$ cat src/rtl/lcd_text_frame_if.sv
// Host write port plus byte stream toward the HD44780 controller.
// master = frame source (lcd_text_frame), slave = host/controller side.
interface lcd_text_frame_if;
   logic       wr_en;
   logic [4:0] wr_addr;
   logic [7:0] wr_char;
   logic       refresh;
   logic       ctrl_ready;
   logic       out_valid;
   logic       out_rs;
   logic [7:0] out_data;
   logic       busy;
   logic       frame_done;

   modport master (
      input  wr_en, wr_addr, wr_char, refresh, ctrl_ready,
      output out_valid, out_rs, out_data, busy, frame_done
   );

   modport slave (
      output wr_en, wr_addr, wr_char, refresh, ctrl_ready,
      input  out_valid, out_rs, out_data, busy, frame_done
   );
endinterface

$ cat src/rtl/lcd_text_frame.sv
// 2xCOLS character buffer streamed to the LCD controller as one frame of command/data beats.
// Optional LCD_AUTO_REFRESH_EN: periodic refresh every REFRESH_CYCLES clocks.
module lcd_text_frame #(
   parameter int         COLS           = 16,
   parameter logic [7:0] LINE1_CMD      = 8'h80,
   parameter logic [7:0] LINE2_CMD      = 8'hC0,
   parameter int         REFRESH_CYCLES = 2_500_000
) (
   input  logic             clk,
   input  logic             rst,
   lcd_text_frame_if.master bus
);
   localparam int         DEPTH     = 2 * COLS;
   localparam int         AW        = $clog2(DEPTH);
   localparam logic [5:0] CMD2_BEAT = 6'(COLS + 1);
   localparam logic [5:0] LAST_BEAT = 6'(2 * COLS + 1);

   typedef enum logic [1:0] {IDLE, LOAD, SEND, DONE} state_t;

   state_t        state, state_nx;
   logic [7:0]    buf_q [DEPTH];
   logic [5:0]    beat;
   logic          pending;
   logic          valid_q, rs_q;
   logic [7:0]    data_q;
   logic          start, xfer, wr_ok, tick, set_p;
   logic          busy_c, done_c;
   logic [AW-1:0] cidx;
   logic          beat_rs;
   logic [7:0]    beat_data;

   assign start = (state == IDLE) && pending;
   assign xfer  = valid_q && bus.ctrl_ready;
   assign wr_ok = bus.wr_en && (int'(bus.wr_addr) < DEPTH);
   assign set_p = wr_ok || bus.refresh || tick;

`ifdef LCD_AUTO_REFRESH_EN
   localparam int CW = $clog2(REFRESH_CYCLES);
   logic [CW-1:0] rcnt;

   assign tick = (rcnt == CW'(REFRESH_CYCLES - 1));

   // Restarting on frame start keeps timer refreshes from stacking behind host frames.
   always_ff @(posedge clk or negedge rst)
      if (!rst)               rcnt <= '0;
      else if (start || tick) rcnt <= '0;
      else                    rcnt <= rcnt + 1'b1;
`else
   assign tick = 1'b0;
`endif

   always_ff @(posedge clk or negedge rst)
      if (!rst) state <= IDLE;
      else      state <= state_nx;

   always_comb begin
      state_nx = state;
      busy_c   = 1'b1;
      done_c   = 1'b0;
      unique case (state)
         IDLE: begin
            busy_c = 1'b0;
            if (pending) state_nx = LOAD;
         end
         LOAD: state_nx = SEND;
         SEND: if (xfer) state_nx = (beat == LAST_BEAT) ? DONE : LOAD;
         DONE: begin
            done_c   = 1'b1;
            state_nx = IDLE;
         end
         default: state_nx = IDLE;
      endcase
   end

   // Beat k maps to a command or to buf[k-1] (line 1) / buf[k-2] (line 2).
   always_comb begin
      beat_rs   = 1'b1;
      beat_data = LINE1_CMD;
      cidx      = AW'(beat - 6'd1);
      if (beat == 6'd0) begin
         beat_rs   = 1'b0;
         beat_data = LINE1_CMD;
      end else if (beat == CMD2_BEAT) begin
         beat_rs   = 1'b0;
         beat_data = LINE2_CMD;
      end else begin
         cidx      = (beat < CMD2_BEAT) ? AW'(beat - 6'd1) : AW'(beat - 6'd2);
         beat_data = buf_q[cidx];
      end
   end

   always_ff @(posedge clk or negedge rst)
      if (!rst) begin
         for (int i = 0; i < DEPTH; i++) buf_q[i] <= 8'h20;
      end else if (wr_ok) begin
         buf_q[bus.wr_addr] <= bus.wr_char;
      end

   always_ff @(posedge clk or negedge rst)
      if (!rst) begin
         pending <= 1'b1;
         beat    <= '0;
         valid_q <= 1'b0;
         rs_q    <= 1'b0;
         data_q  <= 8'h00;
      end else begin
         // A new request on the frame-start edge wins over the clear.
         pending <= set_p || (pending && !start);
         if (start)
            beat <= '0;
         else if (state == SEND && xfer && beat != LAST_BEAT)
            beat <= beat + 6'd1;
         if (state == LOAD) begin
            valid_q <= 1'b1;
            rs_q    <= beat_rs;
            data_q  <= beat_data;
         end else if (xfer) begin
            valid_q <= 1'b0;
         end
      end

   assign bus.out_valid  = valid_q;
   assign bus.out_rs     = rs_q;
   assign bus.out_data   = data_q;
   assign bus.busy       = busy_c;
   assign bus.frame_done = done_c;
endmodule
$ cat src/flat_wrapper.sv
// flat-port wrapper written by rule: the top's interface ports become plain ports
module lcd_text_frame_flat 
#(
   parameter int         COLS           = 16,
   parameter logic [7:0] LINE1_CMD      = 8'h80,
   parameter logic [7:0] LINE2_CMD      = 8'hC0,
   parameter int         REFRESH_CYCLES = 2_500_000
)
  (clk, rst, bus_wr_en, bus_wr_addr, bus_wr_char, bus_refresh, bus_ctrl_ready, bus_out_valid, bus_out_rs, bus_out_data, bus_busy, bus_frame_done);
  lcd_text_frame_if bus_i ();
  input  logic clk;
  input  logic rst;
  input wire logic [$bits(bus_i.wr_en)-1:0] bus_wr_en;
  input wire logic [$bits(bus_i.wr_addr)-1:0] bus_wr_addr;
  input wire logic [$bits(bus_i.wr_char)-1:0] bus_wr_char;
  input wire logic [$bits(bus_i.refresh)-1:0] bus_refresh;
  input wire logic [$bits(bus_i.ctrl_ready)-1:0] bus_ctrl_ready;
  output wire logic [$bits(bus_i.out_valid)-1:0] bus_out_valid;
  output wire logic [$bits(bus_i.out_rs)-1:0] bus_out_rs;
  output wire logic [$bits(bus_i.out_data)-1:0] bus_out_data;
  output wire logic [$bits(bus_i.busy)-1:0] bus_busy;
  output wire logic [$bits(bus_i.frame_done)-1:0] bus_frame_done;
  assign bus_i.wr_en = bus_wr_en;
  assign bus_i.wr_addr = bus_wr_addr;
  assign bus_i.wr_char = bus_wr_char;
  assign bus_i.refresh = bus_refresh;
  assign bus_i.ctrl_ready = bus_ctrl_ready;
  assign bus_out_valid = bus_i.out_valid;
  assign bus_out_rs = bus_i.out_rs;
  assign bus_out_data = bus_i.out_data;
  assign bus_busy = bus_i.busy;
  assign bus_frame_done = bus_i.frame_done;
  lcd_text_frame #(.COLS(COLS), .LINE1_CMD(LINE1_CMD), .LINE2_CMD(LINE2_CMD), .REFRESH_CYCLES(REFRESH_CYCLES)) u_core (.clk(clk), .rst(rst), .bus(bus_i));
endmodule
$ cat config.mk
export PLATFORM = sky130hd
export DESIGN_NAME = lcd_text_frame_flat
export DESIGN_NICKNAME = d
export VERILOG_FILES = /design/src/rtl/lcd_text_frame_if.sv /design/src/rtl/lcd_text_frame.sv /design/src/flat_wrapper.sv
export SDC_FILE = /design/constraint.sdc
export NUM_CORES = 1
export LEC_CHECK = 0
export ABC_AREA = 0
export CAP_MARGIN = 20
export CORE_MARGIN = 2
export CORE_UTILIZATION = 56
export CTS_CLUSTER_SIZE = 24
export DETAILED_ROUTE_END_ITERATION = 10
export PLACE_DENSITY = 0.8
export SLEW_MARGIN = 20
export SYNTH_ARGS = -nofsm -noshare
export SYNTH_HDL_FRONTEND = slang
export SYNTH_SLANG_ARGS = --single-unit
$ cat constraint.sdc
create_clock -name clk -period 5.3 [get_ports clk]
set_input_delay 1.325 -clock clk [delete_from_list [all_inputs] [get_ports clk]]
set_output_delay 1.325 -clock clk [all_outputs]
set_load 0.1 [all_outputs]
==> metrics <==
crit path time final 4.15 ns; top area cells in the synthesized netlist dfrtp_1, mux2_2, mux4_2; cts bufs inserted 30; fraction of layout cells with a size suffix above 1 0.367; root buf cell clkbuf_16; Fmax around 240 MHz; first-pass GRT wire length 59.0 mm; DP Cell Count 1,464; Ys Warns 0; initial antenna violation count 1; Finished Layout Cells roughly 1,500; period utilization 0.784; final clock skew between 0.01 and 0.015 ns; critical path startpoint u_core.beat[0]; Switching Fraction 0.348; Crit path arrival time 4.59 ns; Worst slew margin 0.322; Wirelength per Cell 24.3 microns; # IOs 30; H-tree levels 1; type of the worst setup path reg -> reg; RSZ-0062 raised after global routing false; initial DRC count around 1,100; post-synthesis adder-cell area fraction 0.00595; Nets 1,187; Die Wd 166 microns; worst skew pair latency between 0.5 and 0.6 ns; main combinational cell family by area after synthesis multiplexers; Crit Reg-Reg Endpoint u_core.bus.out_data[3]; drt drc 0; CP Max Fanout 77; min-delay worst type reg -> reg; flops & latches, synth 275; flop-to-flop setup slack 1.15 ns; vias per cell between 6 and 7; die area 27,600 sq um; Hold Startpoint u_core.bus.out_rs; die height 166 microns; setup_tns 0 ns; largest net degree at the start of global routing 108; clock power share 0.278; fraction of registers with async set/reset 1.00; Leak ~7.0 nW; CTS resizes 0; R2R cell count 9; sequential area share after synthesis 0.470; switching pwr 0.00269 W; multiplexer share of the synthesized area 0.357; syn nets 1,185; Hold EP u_core.bus.out_rs; Synth area leader dfrtp_1; Setup crit start kind flop; DR pass1 iterations 5; design internal power 0.00504 W; Total Routing Usage GR 0.269; syn avg cell area 12.7 sq um; Post-Syn Area 14,700 sq um; Worst Max-Slew Pin Slew 1.01 ns; Worst Hold Depth 2; CP Data Required Time 5.74 ns; post-detailed-placement half-perimeter wirelength 23.9 mm; Synth Instances about 1,200; Seq. cell area 6920 sq um; Rows 59; Post-Synth Simple-Gate Area 0.0733; fillcell total about 1,900; Final Hold Violating Endpoints 0; clk slew on worst S/H paths about 0.060 ns; setup bufs post-CTS 0; Setup Viol. Count Final 0; Compound-Gate Fraction of Synth Area 0.0605; max_cap viols 0; CTS Sinks 275; post-route cell area roughly 16,000 sq um; sequential group share of total power 0.371; Yosys cell types between 60 and 70; combinational power share 0.351; IO Port Bufs 29; Area Overhead vs Synth 10.7%; final max-slew violation count 0; vias in the first global route 10,300; initial core utilization 0.568; pwr dens 475 nW/um^2; Setup crit end kind flop; core area 25,900 sq um; CTS hold repair buffers 0; Area after DPL around 15,000 sq um; xor/xnor share of the synthesized area 0.00535; Worst VDD drop around 450 uV; commonest non-fill, non-tap cell in the layout mux2_2; post-synth top area share 0.411; DR vias 10,000; Max Root-Sink Buffers 3; reg2reg start u_core.beat[0]; Multi-input gate area 7410 sq um; commonest cells after routing, fill and taps aside mux2_2, dfrtp_1, nand2_1; GRT overflow 0; routed wire length 37.0 mm; CTS tree yes; dominant synthesized flop cell dfrtp_1; number of flops mapped to enable cells by yosys 0; Antenna Nets Post-Route 0; outcome finished clean; routability congestion estimate 0.869; fin util 0.629
-- area by class of cell --
class,count,area share
inverters,10,0.00230
clock buffers,44,0.0518
flip-flops and latches,275,0.425
diodes,1,0.000154
clock inverters,12,0.0107
multi-input cells,794,0.455
repair buffers,51,0.0296
well taps,335,0.0257
-- synth_stat cells, types with 7 or more instances --
library cell	instances
mux2_2	257
a211oi_1	17
nor2_1	49
xnor2_1	8
nand3_1	19
ha_1	7
buf_2	22
o21ai_0	15
mux2i_1	106
nand2_1	116
clkbuf_1	50
dfstp_2	33
o211ai_1	16
inv_1	10
a21oi_1	7
o22ai_1	11
mux4_2	58
or2_2	7
and2_1	11
a22oi_1	12
dfrtp_1	242
-- through the flow --
step	total power [W]	hold slack [ns]	setup slack (ns)
detailed placement	0.00556	0.485	1.31
CTS	0.00772	0.499	1.30
global route	0.00807	0.513	1.08
global placement	0.00547	0.458	1.40
finish	0.00774	0.493	1.15
floorplan	0.00480	0.452	1.17
-- worst max-delay path by stage --
| stage | end | slack [ns] | cells after the start |
|---|---|---|---|
| floorplan | u_core.bus.out_data[0] | 1.17 | 15 |
| global placement | u_core.bus.out_data[3] | 1.40 | 9 |
| detailed placement | u_core.bus.out_data[3] | 1.31 | 9 |
| CTS | u_core.bus.out_data[0] | 1.30 | 8 |
| global route | u_core.bus.out_data[3] | 1.08 | 9 |
| finish | u_core.bus.out_data[3] | 1.15 | 9 |
-- cell families (layout without fill, tap and decap cells) --
kind of cell,count (synthesis),in the layout
AO/OA/AOI/OAI,121,121
XOR/XNOR,9,9
adder cells (fa/ha/maj),7,7
buffers and inverters,91,117
flip-flops,275,275
multiplexers,421,421
other,0,1
AND/OR/NAND/NOR,236,236
-- state kept, by name (all words and copies together) (netlist names) --
name and count:
u_core.bus.out_valid 1, u_core.beat 6, u_core.bus.out_rs 1, u_core.state 2
u_core.buf_q 256, u_core.bus.out_data 8, u_core.pending 1
-- worst max-delay path: stages (launching register included) --
cell and delay [ns]:
dfrtp_1 0.38, inv_1 0.60, ha_1 0.37, or4b_4 0.56
o211ai_4 0.32, buf_12 0.42, mux4_2 0.38, a22oi_1 0.35
a31oi_1 0.26, o221a_1 0.33
-- power by group through the flow --
stage / sequential [W] / combinational (W) / clock, W
global placement: 0.00285 / 0.00261 / 0
CTS: 0.00286 / 0.00269 / 0.00217
floorplan: 0.00295 / 0.00185 / 0
detailed placement: 0.00289 / 0.00267 / 0
global route: 0.00292 / 0.00288 / 0.00227
finish: 0.00287 / 0.00272 / 0.00215
-- layer usage --
metal | vias up | GRT usage | part of all wire
li1 | 4299 | - | -
met2 | 428 | 0.441 | 0.48
met3 | 78 | 0.0486 | 0.076
met5 | - | 0 | 0
met4 | 0 | 0.0767 | 0.025
met1 | 5241 | 0.372 | 0.42
Power figures use the tool's default switching activity.
